$ cat src/rtl/mux4_rr_arbiter.sv
// mux4_rr_arbiter: round-robin 4:1 packet arbiter with a single-entry registered output stage.
// Optional stall watchdog: define MUX_ARB_WATCHDOG_EN.
module mux4_rr_arbiter #(
  parameter int DW          = 32,
  parameter int WDOG_CYCLES = 16
) (
  input  logic            clk,
  input  logic            rst_n,
  input  logic [3:0]      req_valid,
  input  logic [4*DW-1:0] req_data,
  input  logic [3:0]      req_last,
  output logic [3:0]      req_ready,
  output logic [1:0]      sel,
  output logic            busy,
  output logic            m_valid,
  output logic [DW-1:0]   m_data,
  output logic            m_last,
  input  logic            m_ready,
  output logic            wdog_err
);

  // Handshake: a beat moves on any rising edge where valid and ready are both high;
  // ready never depends on the same port's valid, and a producer holds data/last until accepted.
  typedef enum logic {IDLE, GRANT} state_t;

  state_t        state;
  logic [1:0]    ptr;
  logic [1:0]    winner;
  logic [DW-1:0] lane [4];
  logic          can_load;
  logic          sel_valid;
  logic          xfer;

  for (genvar i = 0; i < 4; i++) begin : g_lane
    assign lane[i] = req_data[i*DW +: DW];
  end

  // Walk the search order backwards so the entry closest to ptr is written last and wins.
  always_comb begin
    winner = ptr;
    for (int k = 3; k >= 0; k--) begin
      if (req_valid[ptr + 2'(k)]) winner = ptr + 2'(k);
    end
  end

  assign can_load  = ~m_valid | m_ready;
  assign sel_valid = req_valid[sel];
  assign xfer      = (state == GRANT) & sel_valid & can_load;

  always_comb begin
    req_ready = '0;
    if (state == GRANT) req_ready[sel] = can_load;
  end

`ifdef MUX_ARB_WATCHDOG_EN
  localparam int WCW = $clog2(WDOG_CYCLES + 1);
  logic [WCW-1:0] wdog_cnt;
`endif

  always_ff @(posedge clk or negedge rst_n) begin
    if (!rst_n) begin
      state    <= IDLE;
      sel      <= 2'd0;
      busy     <= 1'b0;
      ptr      <= 2'd0;
      m_valid  <= 1'b0;
      m_data   <= '0;
      m_last   <= 1'b0;
`ifdef MUX_ARB_WATCHDOG_EN
      wdog_err <= 1'b0;
      wdog_cnt <= '0;
`endif
    end else begin
      if (xfer) begin
        m_valid <= 1'b1;
        m_data  <= lane[sel];
        m_last  <= req_last[sel];
      end else if (m_ready) begin
        m_valid <= 1'b0;
      end
`ifdef MUX_ARB_WATCHDOG_EN
      wdog_err <= 1'b0;
`endif
      case (state)
        IDLE: begin
`ifdef MUX_ARB_WATCHDOG_EN
          wdog_cnt <= '0;
`endif
          if (|req_valid) begin
            sel   <= winner;
            busy  <= 1'b1;
            state <= GRANT;
          end
        end
        GRANT: begin
          if (xfer && req_last[sel]) begin
            state <= IDLE;
            busy  <= 1'b0;
            ptr   <= sel + 2'd1;
          end
`ifdef MUX_ARB_WATCHDOG_EN
          // Only a silent granted requester ages the counter; a downstream stall does not.
          if (sel_valid) begin
            wdog_cnt <= '0;
          end else if (wdog_cnt == WCW'(WDOG_CYCLES - 1)) begin
            wdog_cnt <= '0;
            wdog_err <= 1'b1;
            state    <= IDLE;
            busy     <= 1'b0;
            ptr      <= sel + 2'd1;
          end else begin
            wdog_cnt <= wdog_cnt + 1'b1;
          end
`endif
        end
        default: state <= IDLE;
      endcase
    end
  end

`ifndef MUX_ARB_WATCHDOG_EN
  assign wdog_err = (WDOG_CYCLES < 0);
`endif

endmodule

$ cat config.mk
export PLATFORM = sky130hd
export DESIGN_NAME = mux4_rr_arbiter
export DESIGN_NICKNAME = d
export VERILOG_FILES = /design/src/rtl/mux4_rr_arbiter.sv
export SDC_FILE = /design/constraint.sdc
export NUM_CORES = 1
export LEC_CHECK = 0
export CORE_MARGIN = 10
export CORE_UTILIZATION = 31
export DETAILED_ROUTE_END_ITERATION = 7
export GPL_TIMING_DRIVEN = 0
export PLACE_DENSITY = 0.84
export SLEW_MARGIN = 10
export SYNTH_ARGS = -nofsm -noshare
export SYNTH_HDL_FRONTEND = slang
export SYNTH_SLANG_ARGS = --single-unit
$ cat constraint.sdc
create_clock -name clk -period 1.8 [get_ports clk]
set_input_delay 0.18 -clock clk [delete_from_list [all_inputs] [get_ports clk]]
set_output_delay 0.18 -clock clk [all_outputs]
set_load 0.1 [all_outputs]
==> run_results.csv, run 1 <==
group,metric,value,unit
worst_setup_path,end_kind,"flip-flop",
floorplanning,io_pins,181,
outcome,violations,"negative setup slack",
outcome,outcome,"complete, but fails checks",
grt,grt_pass1_vias,2621,
floorplanning,rows,32,
cells_and_area,layout.nets,508,
placement,place_area,4456,µm²
route,initialDrtViolationCount,59,
power_and_ir_drop,total_leakage_power,0.002115,µW
worst_setup_path,crit_type,"flip-flop to flip-flop",
synth,synth_seq_cells,40,
route,wl_per_cell,19.82,µm
min_path,hp-class,"input port to asynchronous set/reset pin",
synth,syn_nets,298,
worst_setup_path,critical_path_arrival,2110,ps
cts,cts_tree,"done",
cts,clock_latency,290,ps
worst_setup_path,startpoint_type,"flip-flop",
timing,fin_ws,-139.0,ps
cts,path_clk_slew,90,ps
cts,cts-root-buf,"clkbuf_8",
cells_and_area,post-route-util,63.97,%
grt,overflow,0,
timing,report.final.slew_viol_count,0,
timing,min_period,1939,ps
synth,yosys.cell_types.count,30,
cells_and_area,fin_area,4969,µm²
grt,grt_pass1_wl,13900,µm
worst_setup_path,critPathMaxStageDelay,490,ps
floorplanning,die_w,109.5,µm
worst_setup_path,worstPathMaxFanout,10,
power_and_ir_drop,power.density,2087,nW/µm²
synth,synth_area,2482,µm²
placement,gp_congestion,0.8572,
cells_and_area,diodes,0,
cells_and_area,drive_gt1_share,35.52,%
timing,tightest_slew,1005,ps
route,vias,2292,
route,routed_wl,9277,µm
timing,finalCritPeriodShare,107.7,%
floorplanning,start_util,31.96,%
route,firstDrtPassIters,6,
timing,setup_violations,37,
grt,antenna_found_initial,0,
floorplanning,die_y,109.5,µm
worst_setup_path,path_cells,"buf_8 > mux4_2 > nand3_4 > buf_12 > mux2_2",
floorplanning,dieArea,11990,µm²
timing,max_freq,0.5157,GHz
cts,cts-htree-levels,2,
cells_and_area,mostFrequentLayoutCell,"clkdlybuf4s50_1",
timing,relSlewSlack,33.25,%
synth,ys_warn_count,0,
route,ant_nets,0,
run,cap_violations,0,
worst_setup_path,crit_buf_inv,2,
placement,hpwl,7479,µm
placement,pre_cts_ws,-982.6,ps
worst_setup_path,cp_data_required_time,1970,ps
route,drc,0,
grt,grt_max_degree,23,
cts,clock_sinks,40,
synth,synth.avg_cell_area,16.02,µm²
cts,cts_made_buffers,5,
timing,finalHoldViolations,0,
worst_setup_path,cp_slowest_cell,"dfrtp_4",
route,viasPerCell,4.897,
placement,port_buffers,179,
grt,groute.usage.overall,14.87,%
worst_setup_path,critPathTopFamily,"multiplexers",
worst_setup_path,r2r_setup_slack,-140,ps
timing,finClkSkew,14.88,ps
timing,rsz0062_at_grt,"yes",
floorplanning,core,7767,µm²
cells_and_area,area_growth,100.2,%
synth,syn_inst,155,
synth,synth_seq_area_share,40.32,%
cells_and_area,layout_common_cells,"clkdlybuf4s50_1 (137), dfrtp_1 (37), dlygate4sd2_1 (35)",
cts,ctsLongestPathBuffers,2,
power_and_ir_drop,ir_drop,0.8821,mV
## where the power goes
part           switching (µW)  internal [µW]  total [µW]
clock                     300            350         650
combinational            4980           3060        8050
sequential                280           1390        1670
## area by class of cell
type,count,area [µm²]
fillers,595,2799
repair buffers,203,2019
multi-input cells,100,1514
clock buffers,8,100.1
plain buffers,13,165.2
well taps,102,127.6
inverters,2,32.53
flip-flops and latches,40,1010
## worst reg2reg max path: stages, from the launching register on
cell	delay (ps)
dfrtp_4	490
buf_8	140
mux4_2	470
nand3_4	200
buf_12	180
mux2_2	340
## cell usage after synthesis
cell type	number	area share (%)
nand2_1	3	0.45
mux2_1	1	0.45
buf_6	4	1.8
a31oi_1	1	0.25
nor2_1	1	0.15
buf_4	1	0.30
clkbuf_1	4	0.60
nor4_1	1	0.25
a21o_1	2	0.60
conb_1	1	0.15
nor3b_1	1	0.30
nand2b_1	2	0.50
a21oi_1	1	0.20
nand4_1	1	0.25
a211o_1	2	0.71
and3_1	4	1.0
mux4_2	34	31
mux2_2	33	15
o21a_1	1	0.30
nor2b_1	1	0.25
inv_1	2	0.30
mux2i_1	1	0.40
o21ai_0	1	0.20
o22ai_1	1	0.25
buf_2	4	0.81
nor3_1	1	0.20
nand3_4	1	0.71
ha_1	4	2.0
a21bo_2	1	0.40
dfrtp_1	40	40
## metal layers
metal	part of all wire, %	wire length, µm	vias up	global-route usage [%]
li1	-	-	1040	-
met1	37	3431	1141	16.00
met2	52	4849	105	26.83
met3	9.9	920	6	6.319
met4	0.82	76	0	2.695
met5	0	0	-	0
## worst paths after layout
check | start | endpoint | depth (start not counted)
max | sel[1] | m_data[24] | 5
min | rst_n | m_data[25] | 2
max reg2reg | sel[1] | m_data[24] | 5
min reg2reg | m_last | m_last | 1
max in group asynchronous | rst_n | m_data[18] | 3
min in group clk | m_last | m_last | 1
## registers in the layout, indices dropped and copies added, names as in the netlist
name,count
busy,1
sel,2
state,1
m_valid,1
m_last,1
ptr,2
m_data,32
## metrics by stage
step	std cells	power (µW)	hold slack (ps)	setup TNS [ps]
finish	468	10370	411.3	-3788
global route	468	10840	451.4	-5644
CTS	464	10130	427.6	-3337
detailed placement	437	8971	184.1	-9937
global placement	436	8864	467.5	-31450
floorplan	155	7171	-115.6	-8295
## what timing repair did
action / 4_1_cts / 5_1_grt
setup endpoints to repair: 72 / 41
pin swaps: 1 / 2
hold buffers: 1 / 0
gates cloned: 1 / 1
gates resized for setup: 111 / 20
buffers inserted: 17 / 3
hold endpoints to repair: 18 / 0
## cells by family after synthesis
kind of cell	synth area share, %
and+or+nand+nor	4.083
DFF	40.32
buffers and inverters	3.831
other	0.1511
AOI/OAI and AO/OA	2.923
muxes	46.67
adders and majority gates	2.016
Power figures use the tool's default switching activity.
==> run 2: changes to the inputs <==
--- a/config.mk
+++ b/config.mk
@@ -8,6 +8,7 @@
 export CORE_MARGIN = 10
 export CORE_UTILIZATION = 31
 export DETAILED_ROUTE_END_ITERATION = 7
+export GPL_ROUTABILITY_DRIVEN = 0
 export GPL_TIMING_DRIVEN = 0
 export PLACE_DENSITY = 0.84
 export SLEW_MARGIN = 10
==> results of run 2 <==
Same layout as run 1: the final DEF is identical, and so are final timing and power.
==> run 3: changes to the inputs <==
--- a/config.mk
+++ b/config.mk
@@ -5,6 +5,8 @@
 export SDC_FILE = /design/constraint.sdc
 export NUM_CORES = 1
 export LEC_CHECK = 0
+export CAP_MARGIN = 20
+export CORE_ASPECT_RATIO = 0.6
 export CORE_MARGIN = 10
 export CORE_UTILIZATION = 31
 export DETAILED_ROUTE_END_ITERATION = 7
==> run 3 against run 2 <==
Net effect: the run still ends with negative setup slack left; fmax up 0.48%; register-to-register slack about the same; non-clock buffer count down 2; first-iteration DRC count up 44%; clock power up 25%; wire length up 11%; clock-buffer cell count down 2; highest routed layer unchanged.
==> run_results.csv, run 3 (synthesis results as in run 1) <==
group,metric,value,unit
placement,hpwl,8039,µm
power_and_ir_drop,p_sw_share,52.84,%
worst_setup_path,worstPathMaxFanout,10,
timing,finalHoldViolations,0,
timing,finalCritPeriodShare,107.2,%
worst_setup_path,r2r_setup_slack,-130,ps
route,initialDrtViolationCount,85,
power_and_ir_drop,p_switching,5732,µW
cells_and_area,top_regs,"m_data (32), ptr (2), sel (2)",
grt,antenna_found_initial,0,
outcome,violations,"negative setup slack",
cells_and_area,largest-register,"m_data",
timing,tightest_slew,1018,ps
cts,cts-root-buf,"clkbuf_16",
cells_and_area,multiInputGateArea,1551,µm²
cells_and_area,mostFrequentLayoutCell,"clkdlybuf4s50_1",
cells_and_area,final_cells,470,
min_path,hp-class,"input port to asynchronous set/reset pin",
floorplanning,die_y,89.32,µm
worst_setup_path,startpoint_type,"flip-flop",
timing,min_period,1930,ps
timing,finClkSkew,5.923,ps
grt,grt_pass1_wl,15500,µm
grt,groute.usage.overall,16.55,%
timing,relSlewSlack,32.41,%
worst_setup_path,cp_data_required_time,1950,ps
cts,cts_tree,"done",
cells_and_area,area_growth,103.1,%
floorplanning,rows,25,
cells_and_area,largest_reg_flops,32,
cells_and_area,nFillCells,604,
cells_and_area,regArea,1010,µm²
cts,clock_sinks,40,
route,routed_wl,10280,µm
cells_and_area,diodes,0,
power_and_ir_drop,power.density,2152,nW/µm²
timing,fin_ws,-129.7,ps
grt,overflow,0,
timing,setup_violations,39,
floorplanning,dieArea,12100,µm²
timing,rsz0062_at_grt,"yes",
worst_setup_path,crit_type,"flip-flop to flip-flop",
route,ant_nets,0,
floorplanning,start_util,31.74,%
power_and_ir_drop,p_int,5116,µW
cts,cts_made_buffers,5,
timing,finalSetupTns,-3729,ps
worst_setup_path,end_kind,"flip-flop",
cells_and_area,layout_common_cells,"clkdlybuf4s50_1 (137), dfrtp_1 (37), dlygate4sd2_1 (36)",
cts,path_clk_slew,60,ps
route,viasPerCell,4.906,
grt,grt_pass1_vias,2764,
outcome,outcome,"complete, but fails checks",
power_and_ir_drop,ir_drop,0.9826,mV
route,firstDrtPassIters,5,
route,drc,0,
floorplanning,die_w,135.5,µm
placement,port_buffers,179,
grt,grt_max_degree,25,
timing,max_freq,0.5182,GHz
route,vias,2306,
cts,clock_latency,270,ps
cts,cts-htree-levels,2,
power_and_ir_drop,power_frac_seq,15.7,%
timing,holdWs,395.9,ps
cts,ctsLongestPathBuffers,2,
worst_setup_path,critical_path_arrival,2080,ps
timing,report.final.slew_viol_count,0,
power_and_ir_drop,clock_power_share,7.5,%
cells_and_area,drive_gt1_share,34.25,%
run,cap_violations,0,
route,wl_per_cell,21.86,µm
placement,dp_cells,443,
floorplanning,io_pins,181,
power_and_ir_drop,total_leakage_power,0.002162,µW
power_and_ir_drop,power_frac_comb,76.8,%
cells_and_area,layout.nets,506,
floorplanning,core,7820,µm²
run 3: cell count changes in the layout (fill, tap and decap cells not counted), moves of 4 or more:
cell	delta
clkbuf_16	+4
buf_12	+5
mux2_2	-9
buf_4	-6
clkbuf_8	-7
mux2_4	+10
run 3: worst paths after layout:
check                        from    endpoint  depth (start not counted)
min in group clk           m_last      m_last                          1
max reg2reg                sel[1]  m_data[24]                          6
min reg2reg                m_last      m_last                          1
max                        sel[1]  m_data[24]                          6
min                         rst_n  m_data[26]                          2
max in group asynchronous   rst_n      sel[1]                          3
run 3: power by group through the flow:
stage / clock network, µW / registers, µW / logic [µW]
CTS: 850 / 1680 / 8150
detailed placement: 0 / 1700 / 7340
global route: 895 / 1760 / 8680
global placement: 0 / 1650 / 7240
finish: 815 / 1700 / 8330
floorplan: 0 / 4750 / 2420
run 3: area by class of cell:
cell class / instances / share of cell area (%)
clock buffers: 6 / 2.556
inverters: 2 / 0.6453
flip-flops and latches: 40 / 20.03
multi-input cells: 100 / 30.78
repair buffers: 204 / 40.93
well taps: 108 / 2.681
plain buffers: 10 / 2.383
run 3: timing repair:
item                                    4_1_cts  5_1_grt
gates resized for setup                     121       21
endpoints found under the hold margin        16        0
hold buffers                                  1        0
endpoints found under the setup margin       74       41
cloned                                        1        1
pin swaps                                     1        0
buffers inserted                             18        4
run 3: per-layer routing:
layer | share of wire (%) | up-vias | routed length, µm | track usage [%]
met1 | 42 | 1141 | 4279 | 18.97
met5 | 0 | - | 0 | 0
li1 | - | 1037 | - | -
met3 | 9.1 | 6 | 938 | 6.622
met4 | 0.70 | 0 | 72 | 2.724
met2 | 49 | 122 | 4984 | 29.18
run 3: through the flow:
step                power [µW]  setup slack [ps]  util [%]  area, µm²
detailed placement        9040             -1059     56.98       4456
global placement          8897            -990.1     56.78       4441
CTS                      10690            -156.1     63.39       4957
global route             11340            -178.4     64.46       5041
finish                   10850            -129.7     64.46       5041
floorplan                 7171            -244.1         -       2514
run 3: critical path, cell delays in order, from the launching register on:
cell     delay [ps]
dfrtp_4         480
buf_8           140
mux4_2          480
nand3_4         120
buf_12          130
buf_12          140
mux2_4          300
==> RTL change 1: new RTL, settings of run 1 <==
Reset style: synchronous (`rst_n`), changed in one clocked block.
--- a/src/rtl/mux4_rr_arbiter.sv
+++ b/src/rtl/mux4_rr_arbiter.sv
@@ -58,5 +58,5 @@
 `endif
 
-  always_ff @(posedge clk or negedge rst_n) begin
+  always_ff @(posedge clk) begin
     if (!rst_n) begin
       state    <= IDLE;
Behaviour: differs if rst_n is asserted again (counterexample within 4 cycles, from zero or initial values and one cycle with rst_n low); with rst_n held inactive, the same outputs for 10 cycles.
==> RTL change 1 against run 1 <==
  * Sequential share of layout area decreased by 2.9 points
  * Synthesized area is 0.10% higher
  * Hold slack better by 0.040 ns
  * Routed wire length up 5.7%
  * Worst setup slack improved by 0.20 ns
  * Sequential cell count stayed put
  * Design area is 6.6% lower
  * Critical endpoint is now m_data[28]$_SDFFE_PN0P_
Power is not compared: it rests on default switching activity, and its combinational part moved more than twofold at a synthesized area within 25%.
==> RTL change 1: results (changes against run 1) <==
{| class="wikitable"
! Metric !! Value
|-
| Run status || completed
|-
| Slew at the pin with the worst max-slew slack || 1.00 ns (-0.00562 ns)
|-
| Grt met1 use || 15.6% (-0.43 points)
|-
| Worst setup timing slack at the placement stage || -0.802 ns (+0.180 ns)
|-
| Number of nets at the end of the flow || 573 (+13%)
|-
| Reg2reg end || m_data[28]$_SDFFE_PN0P_
|-
| Last weighted congestion value of the routability-driven placer || 0.823 (-4.0%)
|-
| Routed vias || 2615 (+14%)
|-
| Global routing usage on met3 || 5.56% (-0.76 points)
|-
| HPWL after detailed placement || 8.33 mm (+11%)
|-
| Number of global-route vias before repair || 2856 (+9.0%)
|-
| Count of placed standard cells including taps || 519 (+19%)
|-
| Fin Clk Skew || 0.00245 ns (-0.0124 ns)
|-
| Post-synthesis sequential area ratio || 32.2% (-8.1 points)
|-
| Pin count of the biggest net entering global routing || 13 (-43%)
|-
| Share of final-layout standard cells stronger than drive strength 1 || 18.1% (-17 points)
|-
| Depth of the worst register-to-register path || 7 (+2)
|-
| Arrival time of data at the critical path endpoint || 1.93 ns (-0.18 ns)
|-
| Count of hold-fix buffers inserted at cts || 0 (-1)
|-
| Initial Utilization || 32.0% (+0.032 points)
|-
| Insertion delay to the later sink of the worst-skew pair || 0.29 ns (about the same)
|-
| Start point of the critical path || sel[1]$_SDFFE_PN0P_
|-
| Global routing met2 resource utilization || 31.3% (+4.4 points)
|-
| Synth area leaders || sky130_fd_sc_hd__dfxtp_1 32%, sky130_fd_sc_hd__mux4_2 31%, sky130_fd_sc_hd__nand2_1 11%, sky130_fd_sc_hd__a21boi_1 9.1%, sky130_fd_sc_hd__ha_1 2.0%
|-
| Class of the tightest hold or removal check || flip-flop to flip-flop
|-
| Mean post-synth cell area || 10.4 µm² (-35%)
|-
| Synth cell types || 27 (-10%)
|-
| Mapped Nets || 381 (+28%)
|-
| Overall routed net length || 9.80 mm (+5.7%)
|-
| Final Cycle Share || 96.8% (-11 points)
|-
| All-layer global routing usage || 16.0% (+1.1 points)
|-
| Fraction of synthesis flops using an asynchronous set or reset pin || 0% (-100 points)
|-
| Number of buffers inserted during clock tree synthesis || 5 (unchanged)
|-
| Global-route wire length before repair || 14.7 mm (+6.1%)
|-
| Final cell count without fillers || 533 (+14%)
|}
[RTL change 1: changes by cell type in the layout (fill, tap and decap cells not counted), moves of 3 or more]
cell                       before  now
sky130_fd_sc_hd__a21boi_0       0    5
sky130_fd_sc_hd__a21boi_1       0   30
sky130_fd_sc_hd__buf_4         24    7
sky130_fd_sc_hd__buf_6          0    9
sky130_fd_sc_hd__buf_8          4    0
sky130_fd_sc_hd__clkbuf_1       1    7
sky130_fd_sc_hd__clkbuf_2       3    0
sky130_fd_sc_hd__dfrtp_1       37    0
sky130_fd_sc_hd__dfxtp_1        0   37
sky130_fd_sc_hd__mux2_2         9    0
sky130_fd_sc_hd__mux2_4        24    0
sky130_fd_sc_hd__nand2_1        3   71
sky130_fd_sc_hd__nor2_1         1    4
[RTL change 1: layer usage]
metal	vias to the layer above	share of wire (%)
li1	1244	-
met1	1254	35
met2	109	54
met3	8	9.2
met4	0	1.2
met5	-	0
[RTL change 1: how the worst min path moves through the flow]
stage | to | slack (ns) | cells past startpoint
floorplan | busy$_SDFFE_PN0P_ | 0.33 | 1
global placement | m_data[16]$_SDFFE_PN0P_ | 0.44 | 2
detailed placement | m_data[29]$_SDFFE_PN0P_ | 0.45 | 2
CTS | m_data[29]$_SDFFE_PN0P_ | 0.45 | 2
global route | m_data[31]$_SDFFE_PN0P_ | 0.48 | 2
finish | m_data[29]$_SDFFE_PN0P_ | 0.45 | 2
[RTL change 1: cell type report]
type / count / area [µm²]
fillers: 687 / 3130
repair buffers: 185 / 1810
multi-input cells: 174 / 1570
flip-flops and latches: 40 / 810
plain buffers: 21 / 194
well taps: 102 / 128
clock buffers: 8 / 121
inverters: 3 / 11.3
[RTL change 1: cells by family (layout without fill, tap and decap cells)]
logic type | Yosys count | count (layout) | share of synthesized area, %
compound gates | 44 | 44 | 13.0
fa+ha+maj | 4 | 4 | 2.01
buf+inv | 24 | 217 | 5.59
flops | 40 | 40 | 32.2
mux | 37 | 37 | 32.0
other cells | 1 | 1 | 0.151
simple gates | 88 | 88 | 15.0
[RTL change 1: power breakdown]
part	total [µW]	switching (µW)	internal, µW
clock	751	318	434
sequential	1030	50.4	979
combinational	1830	1100	727
total	3610	1470	2140
[RTL change 1: repair_timing]
item | 4_1_cts | 5_1_grt
setup endpoints to repair | 61 | 37
gates resized for setup | 76 | 8
buffers inserted | 0 | 6
[RTL change 1: critical path, cell delays in order, from the launching register on]
cell	delay, ns
sky130_fd_sc_hd__dfxtp_4	0.38
sky130_fd_sc_hd__buf_12	0.13
sky130_fd_sc_hd__mux4_2	0.56
sky130_fd_sc_hd__and3_4	0.18
sky130_fd_sc_hd__buf_6	0.13
sky130_fd_sc_hd__buf_6	0.14
sky130_fd_sc_hd__nand2_1	0.06
sky130_fd_sc_hd__a21boi_1	0.06
==> RTL change 2: new RTL, flow settings as in run 1 <==
Made on the original files. `DW`: 32 -> 16.
--- a/src/rtl/mux4_rr_arbiter.sv
+++ b/src/rtl/mux4_rr_arbiter.sv
@@ -2,5 +2,5 @@
 // Optional stall watchdog: define MUX_ARB_WATCHDOG_EN.
 module mux4_rr_arbiter #(
-  parameter int DW          = 32,
+  parameter int DW          = 16,
   parameter int WDOG_CYCLES = 16
 ) (
Interface: changed (resized m_data and req_data); port bits go from 181 to 101. The function was not compared with the original's and may differ.
==> RTL change 2 against run 1 <==
  * Worst setup slack gained 0.14 ns
  * Critical path type is now flip-flop to primary output
  * Count of clock-buffer cells in the layout shrank 4
  * Sequential cell count shrank 16
  * Clock power shrank 49%
  * Power shrank 42%
  * Utilization shrank 6.0 points
  * Global-route usage shrank 2.8 points
  * Sequential power shrank 39%
  * Critical endpoint is now req_ready[2]
  * Critical path depth grew 1
  * Routed wire length shrank 41%
  * Design area shrank 40%
  * Final cell count shrank 38%
  * Largest cell class unchanged
  * Synthesized area shrank 34%
==> RTL change 2: results (changes against run 1) <==
{| class="wikitable"
! Metric !! Value
|-
| Pin count of the biggest net entering global routing || 25 (+8.7%)
|-
| Share of final-layout standard cells stronger than drive strength 1 || 30.3% (-5.2 points)
|-
| Peak VDD IR || 0.940 mV (+6.6%)
|-
| Insertion delay to the later sink of the worst-skew pair || 0.26 ns (-0.03 ns)
|-
| Antenna violations before repair || 0 (unchanged)
|-
| Number of buffers inserted during clock tree synthesis || 3 (-2)
|-
| Run status || completed
|-
| Bufs on Longest Clock Path || 2 (unchanged)
|-
| Most frequent cells after synthesis || 24 x sky130_fd_sc_hd__dfrtp_1, 14 x sky130_fd_sc_hd__mux4_1, 9 x sky130_fd_sc_hd__mux2_4
|-
| Fin Clk Skew || 0.00446 ns (-0.0104 ns)
|-
| Synth cell types || 29 (-3.3%)
|-
| Final Hold Fails || 0 (unchanged)
|-
| Worst-path fanout max || 4 (-6)
|-
| Global-route wire length before repair || 8.29 mm (-40%)
|-
| Number of nets at the end of the flow || 301 (-41%)
|-
| Via-per-instance ratio || 4.90 (about the same)
|-
| Switching share of total power || 54.3% (+0.64 points)
|-
| Worst setup timing slack at the placement stage || -0.763 ns (+0.220 ns)
|-
| HPWL after detailed placement || 4.28 mm (-43%)
|-
| Fillers || 449 (-25%)
|-
| Synth area leaders || sky130_fd_sc_hd__dfrtp_1 37%, sky130_fd_sc_hd__mux4_1 23%, sky130_fd_sc_hd__mux2_4 8.3%, sky130_fd_sc_hd__mux2_2 5.5%, sky130_fd_sc_hd__mux4_2 5.5%
|-
| Arrival time of data at the critical path endpoint || 1.62 ns (-0.49 ns)
|-
| Number of detailed-route iterations in the first pass || 4 (-2)
|-
| Number of H-tree levels || 1 (-1)
|-
| Mapped Nets || 181 (-39%)
|-
| Number of DRC markers after the initial detailed-route iteration || 28 (-53%)
|-
| Leading registers by flop count || m_data: 16 flops, ptr: 2 flops, sel: 2 flops
|-
| Average routed wire per standard cell || 18.7 µm (-5.5%)
|-
| Start point of the critical path || sel[0]$_DFFE_PN0P_
|-
| Post-synthesis sequential area ratio || 36.9% (-3.4 points)
|-
| I/O Buffers || 99 (-45%)
|-
| Cell leakage power || 0.00128 µW (-40%)
|-
| Last weighted congestion value of the routability-driven placer || 0.815 (-5.0%)
|-
| Number of global-route vias before repair || 1605 (-39%)
|-
| Slew at the pin with the worst max-slew slack || 1.01 ns (+0.00514 ns)
|-
| All-layer global routing usage || 12.1% (-2.8 points)
|}
[RTL change 2: worst paths after layout]
path	endpoint	slack, ns	depth (start not counted)
min reg2reg	m_last$_DFFE_PN0P_	0.49	1
min in group clk	m_last$_DFFE_PN0P_	0.49	1
max reg2reg	ptr[0]$_DFFE_PN0P_	0.02	5
min	m_data[9]$_DFFE_PN0P_	0.44	2
max in group asynchronous	sel[0]$_DFFE_PN0P_	0.93	2
max	req_ready[2]	0.002	6
[RTL change 2: final cells by class]
cell class	instances	area [µm²]	area share, %
timing repair buffer	115	1140	38.3
multi-input combinational	67	962	32.5
sequential	24	609	20.6
buffer	7	103	3.46
tap	70	87.6	2.96
clock buffer	4	45.0	1.52
inverter	4	20.0	0.676
[RTL change 2: cell families (layout without fill, tap and decap cells)]
group / Yosys count / in the layout / share of synthesized area, %
other: 1 / 1 / 0.231
flip-flops: 24 / 24 / 36.9
AO/OA/AOI/OAI: 9 / 9 / 4.31
AND/OR/NAND/NOR: 15 / 15 / 6.00
adder cells (fa/ha/maj): 4 / 4 / 3.08
multiplexers: 38 / 38 / 43.8
buffers and inverters: 11 / 130 / 5.61
[RTL change 2: metal layers]
| layer | part of all wire (%) | global-route usage, % |
|---|---|---|
| met5 | 0 | 0 |
| met1 | 37 | 13.6 |
| met2 | 52 | 22.1 |
| met4 | 0.68 | 1.80 |
| met3 | 11 | 3.79 |
[RTL change 2: critical path: stages, from the launching register on]
cell                      delay, ns
sky130_fd_sc_hd__dfrtp_4       0.51
sky130_fd_sc_hd__buf_12        0.14
sky130_fd_sc_hd__buf_12        0.12
sky130_fd_sc_hd__inv_4         0.05
sky130_fd_sc_hd__ha_2          0.16
sky130_fd_sc_hd__and3_4        0.19
sky130_fd_sc_hd__buf_12        0.17
[RTL change 2: power groups by stage]
stage | combinational, µW | sequential [µW] | clock, µW
2_1_floorplan | 1610 | 2760 | 0
3_3_place_gp | 4320 | 1030 | 0
3_5_place_dp | 4370 | 1030 | 0
4_1_cts | 4550 | 1020 | 351
5_1_grt | 4880 | 1070 | 372
6_report | 4680 | 1020 | 332
[RTL change 2: metrics by stage]
stage | area, µm² | util, % | instances
4_1_cts | 2880 | 56.3 | 282
5_1_grt | 2960 | 58.0 | 291
2_1_floorplan | 1640 | - | 102
3_5_place_dp | 2720 | 53.3 | 271
3_3_place_gp | 2720 | 53.3 | 271
6_report | 2960 | 58.0 | 291
[RTL change 2: what timing repair did]
item / in CTS / in global routing
resized for setup: 66 / 9
buffers inserted: 7 / 8
endpoints found under the setup margin: 34 / 8
endpoints found under the hold margin: 0 / 24
pin swaps: 0 / 0
gates cloned: 0 / 0
hold buffers: 0 / 1
